**config.mk**
```make
export PLATFORM = sky130hd
export DESIGN_NAME = seq_match_param_flat
export DESIGN_NICKNAME = d
export VERILOG_FILES = /design/src/rtl/seq_match_param_if.sv /design/src/rtl/seq_match_param.sv /design/src/flat_wrapper.sv
export SDC_FILE = /design/constraint.sdc
export NUM_CORES = 1
export LEC_CHECK = 0
export ABC_AREA = 1
export BUFFER_PORTS_ARGS = -buffer_cell sky130_fd_sc_hd__buf_2
export CAP_MARGIN = 5
export CORE_MARGIN = 1.5
export CORE_UTILIZATION = 40
export CTS_BUF_LIST = sky130_fd_sc_hd__clkbuf_4 sky130_fd_sc_hd__clkbuf_8
export CTS_CLUSTER_DIAMETER = 150
export DETAILED_ROUTE_END_ITERATION = 16
export PLACE_DENSITY = 0.61
export SLEW_MARGIN = 20
export SYNTH_ARGS = -nofsm -noshare
export SYNTH_HDL_FRONTEND = slang
export SYNTH_SLANG_ARGS = --single-unit
```
**constraint.sdc**
```tcl
create_clock -name System_clk -period 1.6 [get_ports System_clk]
set_input_delay 0.16 -clock System_clk [delete_from_list [all_inputs] [get_ports System_clk]]
set_output_delay 0.16 -clock System_clk [all_outputs]
set_load 0.05 [all_outputs]
```
**src/rtl/seq_match_param_if.sv**
```systemverilog
// Panel-side bundle for seq_match_param: step/bit/pattern controls in, match status out.
// The master drives the controls and observes status; the matcher is the slave.
interface seq_match_param_if #(
  parameter int unsigned PAT_W = 6,
  parameter int unsigned CNT_W = 8
);
  logic             step_i;
  logic             bit_i;
  logic             overlap_en;
  logic             pat_load;
  logic [PAT_W-1:0] pat_in;
  logic             cnt_clr;
  logic [PAT_W-1:0] shift_o;
  logic             match_o;
  logic             match_lvl_o;
  logic [CNT_W-1:0] match_cnt_o;
  logic             cnt_sat_o;

  modport master (
    output step_i, bit_i, overlap_en, pat_load, pat_in, cnt_clr,
    input  shift_o, match_o, match_lvl_o, match_cnt_o, cnt_sat_o
  );

  modport slave (
    input  step_i, bit_i, overlap_en, pat_load, pat_in, cnt_clr,
    output shift_o, match_o, match_lvl_o, match_cnt_o, cnt_sat_o
  );
endinterface

```
**src/rtl/seq_match_param.sv**
```systemverilog
// Serial pattern matcher: shifts bit_i on each rising edge of step_i and flags when the
// last PAT_W bits equal a runtime-loadable pattern, with a saturating match counter.
module seq_match_param #(
  parameter int unsigned      PAT_W       = 6,
  parameter logic [PAT_W-1:0] PAT_DEFAULT = 6'b101011,
  parameter int unsigned      CNT_W       = 8
) (
  input  logic               System_clk,
  input  logic               BTNU,
  seq_match_param_if.slave   bus
);

  localparam int unsigned      FILL_W    = $clog2(PAT_W + 1);
  localparam logic [FILL_W-1:0] FILL_FULL = FILL_W'(PAT_W);

  typedef enum logic {
    ST_FILL,
    ST_ARMED
  } state_e;

  state_e             state_q, state_d;
  logic [PAT_W-1:0]   shift_q, shift_d, shift_nxt;
  logic [PAT_W-1:0]   pattern_q, pattern_d;
  logic [FILL_W-1:0]  fill_q, fill_d, fill_inc;
  logic               step_q;
  logic               step_edge;
  logic               hit;
  logic               match_q, match_d;
  logic               lvl_q, lvl_d;
  logic [CNT_W-1:0]   cnt_q, cnt_d, cnt_base;
  logic               sat_q, sat_d;

  // Step edge detect, shift/fill candidate and match decision against the current pattern.
  always_comb begin
    step_edge = bus.step_i & ~step_q;
    shift_nxt = {shift_q[PAT_W-2:0], bus.bit_i};
    fill_inc  = (state_q == ST_ARMED) ? FILL_FULL : fill_q + FILL_W'(1);
    hit       = step_edge & ~bus.pat_load & (shift_nxt == pattern_q) & (fill_inc == FILL_FULL);
  end

  // Next state: pattern load beats a coincident step; non-overlap hits restart the fill.
  always_comb begin
    state_d   = state_q;
    shift_d   = shift_q;
    pattern_d = pattern_q;
    fill_d    = fill_q;
    match_d   = 1'b0;
    lvl_d     = lvl_q;

    if (bus.pat_load) begin
      pattern_d = bus.pat_in;
      shift_d   = '0;
      fill_d    = '0;
      lvl_d     = 1'b0;
      state_d   = ST_FILL;
    end else if (step_edge) begin
      shift_d = shift_nxt;
      match_d = hit;
      lvl_d   = hit;
      if (hit && !bus.overlap_en) begin
        fill_d  = '0;
        state_d = ST_FILL;
      end else begin
        fill_d  = fill_inc;
        state_d = (fill_inc == FILL_FULL) ? ST_ARMED : ST_FILL;
      end
    end
  end

  // Clear-then-count so a hit coinciding with cnt_clr leaves the counter at one.
  always_comb begin
    cnt_base = bus.cnt_clr ? '0 : cnt_q;
    cnt_d    = (hit && !(&cnt_base)) ? cnt_base + CNT_W'(1) : cnt_base;
    sat_d    = &cnt_d;
  end

  // step_q resets high so a step held through reset release is not seen as an edge.
  always_ff @(posedge System_clk) begin
    if (BTNU) begin
      state_q   <= ST_FILL;
      shift_q   <= '0;
      pattern_q <= PAT_DEFAULT;
      fill_q    <= '0;
      step_q    <= 1'b1;
      match_q   <= 1'b0;
      lvl_q     <= 1'b0;
      cnt_q     <= '0;
      sat_q     <= 1'b0;
    end else begin
      state_q   <= state_d;
      shift_q   <= shift_d;
      pattern_q <= pattern_d;
      fill_q    <= fill_d;
      step_q    <= bus.step_i;
      match_q   <= match_d;
      lvl_q     <= lvl_d;
      cnt_q     <= cnt_d;
      sat_q     <= sat_d;
    end
  end

  assign bus.shift_o     = shift_q;
  assign bus.match_o     = match_q;
  assign bus.match_lvl_o = lvl_q;
  assign bus.match_cnt_o = cnt_q;
  assign bus.cnt_sat_o   = sat_q;

endmodule

```
**src/flat_wrapper.sv**
```systemverilog
// flat-port wrapper written by rule: the top's interface ports become plain ports
module seq_match_param_flat 
#(
  parameter int unsigned      PAT_W       = 6,
  parameter logic [PAT_W-1:0] PAT_DEFAULT = 6'b101011,
  parameter int unsigned      CNT_W       = 8
)
  (System_clk, BTNU, bus_step_i, bus_bit_i, bus_overlap_en, bus_pat_load, bus_pat_in, bus_cnt_clr, bus_shift_o, bus_match_o, bus_match_lvl_o, bus_match_cnt_o, bus_cnt_sat_o);
  seq_match_param_if #(.PAT_W(PAT_W), .CNT_W(CNT_W)) bus_i ();
  input  logic System_clk;
  input  logic BTNU;
  input wire logic [$bits(bus_i.step_i)-1:0] bus_step_i;
  input wire logic [$bits(bus_i.bit_i)-1:0] bus_bit_i;
  input wire logic [$bits(bus_i.overlap_en)-1:0] bus_overlap_en;
  input wire logic [$bits(bus_i.pat_load)-1:0] bus_pat_load;
  input wire logic [$bits(bus_i.pat_in)-1:0] bus_pat_in;
  input wire logic [$bits(bus_i.cnt_clr)-1:0] bus_cnt_clr;
  output wire logic [$bits(bus_i.shift_o)-1:0] bus_shift_o;
  output wire logic [$bits(bus_i.match_o)-1:0] bus_match_o;
  output wire logic [$bits(bus_i.match_lvl_o)-1:0] bus_match_lvl_o;
  output wire logic [$bits(bus_i.match_cnt_o)-1:0] bus_match_cnt_o;
  output wire logic [$bits(bus_i.cnt_sat_o)-1:0] bus_cnt_sat_o;
  assign bus_i.step_i = bus_step_i;
  assign bus_i.bit_i = bus_bit_i;
  assign bus_i.overlap_en = bus_overlap_en;
  assign bus_i.pat_load = bus_pat_load;
  assign bus_i.pat_in = bus_pat_in;
  assign bus_i.cnt_clr = bus_cnt_clr;
  assign bus_shift_o = bus_i.shift_o;
  assign bus_match_o = bus_i.match_o;
  assign bus_match_lvl_o = bus_i.match_lvl_o;
  assign bus_match_cnt_o = bus_i.match_cnt_o;
  assign bus_cnt_sat_o = bus_i.cnt_sat_o;
  seq_match_param #(.PAT_W(PAT_W), .PAT_DEFAULT(PAT_DEFAULT), .CNT_W(CNT_W)) u_core (.System_clk(System_clk), .BTNU(BTNU), .bus(bus_i));
endmodule
```
==> run_results.csv <==
group,metric,value,unit
status,outcome,"finished, violations left",
status,violations,"setup timing",
synth,synth_compound_area_share,10.81,%
routing,antenna_left,0,
placement,gp_congestion,0.8438,
synth,yosys.area.top_type,"dfxtp_1",
routing,drc_errors,0,
critical_path,required,1.78,ns
pwr,p_int,1.092,mW
pwr,clkPwrFrac,39.7,%
final_layout,final_core_util,58.79,%
placement,placed_cell_area,0.002003,mm²
final_layout,final_area,0.002217,mm²
routing,post_drt_wl_per_cell,11.83,µm
final_layout,synthToLayoutAreaGrowth,36.83,%
pwr,p_leak,1.105,nW
global_routing,grt_pass1_vias,1468,
global_routing,grt_max_degree,17,
floorplanning,core_area,0.003771,mm²
sta,setup_viol,6,
routing,vias,1682,
placement,hpwlAfterDp,3.047,mm
synth,synth_flop_cell,"dfxtp_1",
synth,synthSimpleGateAreaFrac,40.85,%
clock_network,cts_tree,"yes",
synth,synth-xor-area-share,1.081,%
sta,skew,0.005432,ns
floorplanning,start_util,42.97,%
routing,wl,4.104,mm
synth,synthTopCellsByCount,"nand2_1, inv_1, dfxtp_1",
critical_path,worst-path-max-fanout,4,
synth,synth.area.mux_share,0,%
global_routing,grt.overflow.total,0,
critical_path,start_kind,"flip-flop",
pwr,seqPwrFrac,49.8,%
synth,synth_fp_nets,262,
final_layout,fin_nets,315,
critical_path,setup.worst_path.class,"reg2reg",
pwr,power_density,652.2,mW/mm²
synth,syn_inst,247,
sta,rsz0062_at_grt,"yes",
global_routing,grt_pass1_wl,6.734,mm
synth,yosys.area.top_type_share,34.59,%
routing,drt_first_pass_iters,4,
synth,async_flop_share,0,%
floorplanning,rows,22,
sta,slew_violations,0,
synth,synth_top_family_by_area,"simple AND/OR/NAND/NOR gates",
routing,post_drt_via_cell_ratio,4.847,
synth,synth_seq_area_share,34.59,%
synth,synth_edf_count,0,
floorplanning,io-pin-count,30,
flow_run,cap_violations,0,
placement,numPortBuffers,29,
pwr,vdd_ir_drop_max,0.4862,mV
clock_network,clkSlewWorstSetupHoldPaths,0.10,ns
global_routing,antenna_found_initial,0,
global_routing,grtUsageTotal,19.87,%
clock_network,clock_latency,0.28,ns
synth,yosysWarnings,0,
sta,finalCritPeriodShare,107.5,%
clock_network,clockBufferDepth,2,
final_layout,fillers,378,
synth,synthMostInstantiatedCell,"nand2_1",
floorplanning,die_x,66.65,µm
synth,synthTopCellsByArea,"dfxtp_1, nand2_1, inv_1, a21oi_1, nor2_1",
sta,max_slew_margin,69.50,%
floorplanning,die_y,66.65,µm
routing,dr.first_iter.drc_count,65,
placement,place_ws,-0.09781,ns
clock_network,cts.sinks,28,
floorplanning,die-area,0.004442,mm²
synth,synth_area_per_cell,6.560,µm²
sta,worst_pin_slew,0.4564,ns
pwr,power,1.446,mW
synth,synth_cell_type_count,24,
sta,min_period,1.720,ns
sta,fin_ws,-0.1198,ns
min_path,hp-class,"in2reg",
pwr,swShare,24.47,%
sta,max_freq,0.5815,GHz
clock_network,h-tree-depth,1,
sta,hold_viol_final,0,
clock_network,ctsRootBufferMaster,"clkbuf_8",
clock_network,cts_hold_buf,0,
pwr,p_switching,0.3538,mW
synth,synthAdderAreaFrac,1.544,%
pwr,comb_power_share,10.5,%
final_layout,drive_gt1_share,40.47,%
synth,syn_area,0.001620,mm²
final_layout,antenna_cells,0,
clock_network,cts_buffers,3,
critical_path,worstSetupEndpointType,"flip-flop",
synth,synth_seq_cells,28,
critical_path,arrival,1.90,ns
==> sequential cells by signal (all words and copies together), names as in the netlist <==
signal,cells
u_core.fill_q,3
u_core.state_q,1
u_core.bus.cnt_sat_o,1
u_core.bus.shift_o,6
u_core.bus.match_o,1
u_core.bus.match_lvl_o,1
u_core.step_q,1
u_core.bus.match_cnt_o,8
u_core.pattern_q,6
==> worst max-delay path, stage by stage, from the launching register on <==
cell     delay (ns)
dfxtp_2        0.35
ha_4           0.27
inv_2          0.03
nand2_2        0.07
nand2_2        0.05
nor2_1         0.08
nand2_1        0.08
nor2_4         0.18
buf_6          0.13
nand2_4        0.05
nor2_4         0.12
nor2_4         0.05
nand2_1        0.09
a21oi_1        0.06
==> path summary, 6_finish.rpt <==
check	start	endpoint	slack (ns)	cells after the start
setup / recovery	u_core.fill_q[1]	u_core.fill_q[1]	-0.12	13
hold / removal	bus_pat_in[1]	u_core.pattern_q[1]	0.08	3
setup reg to reg	u_core.fill_q[1]	u_core.fill_q[1]	-0.12	13
hold reg to reg	u_core.bus.shift_o[1]	u_core.bus.shift_o[1]	0.48	2
==> power by group through the flow <==
stage,registers (mW),logic (mW),clock network [mW]
after floorplan,0.747,0.0886,0
after global placement,0.736,0.142,0
after detailed placement,0.736,0.143,0
after CTS,0.720,0.146,0.584
after global routing,0.723,0.168,0.615
final,0.720,0.152,0.574
==> what timing repair did <==
action / in CTS / in global routing
endpoints found under the hold margin: 0 / 0
setup endpoints to repair: 7 / 12
setup buffers: 3 / 2
resized for setup: 13 / 18
pin swaps: 10 / 11
==> metrics by stage <==
step                hold slack, ns  setup TNS (ns)  instances
finish                     0.08152         -0.4151        347
global route               0.08167          -1.628        347
CTS                        0.08246         -0.2254        346
detailed placement          0.3740         -0.2347        339
global placement            0.3744         -0.2304        339
floorplan                   0.2597        -0.01388        247
==> layout by cell type, fill, tap and decap left out, drive strengths merged <==
master	netlist	layout
nand3	20	20
a21oi	22	22
bufinv	0	1
xor2	2	2
clkbuf	2	3
nand4	5	5
dfxtp	28	28
nand2	75	75
nor2	31	31
nor3	5	5
ha	2	2
buf	2	52
inv	40	40
o21ai	13	13
==> layer usage <==
metal	track usage, %	routed length [µm]
met1	28.45	2130
met2	30.88	1768
met3	2.534	141
met4	6.122	64
met5	0	0
==> kinds of logic after synthesis <==
logic type	count (synthesis)
AND/OR/NAND/NOR	136
AO/OA/AOI/OAI	35
buffers and inverters	44
adder cells (fa/ha/maj)	2
flip-flops	28
XOR/XNOR	2
==> cell type report <==
cell class	count	area (µm²)	share of cell area [%]
Multi-Input combinational cell	175	1030	46.44
Clock inverter	1	30.03	1.354
Sequential cell	28	580.6	26.19
Timing Repair Buffer	52	325.3	14.67
Clock buffer	3	41.29	1.862
Tap cell	48	60.06	2.709
Inverter	40	150.1	6.772
Power figures use the tool's default switching activity.
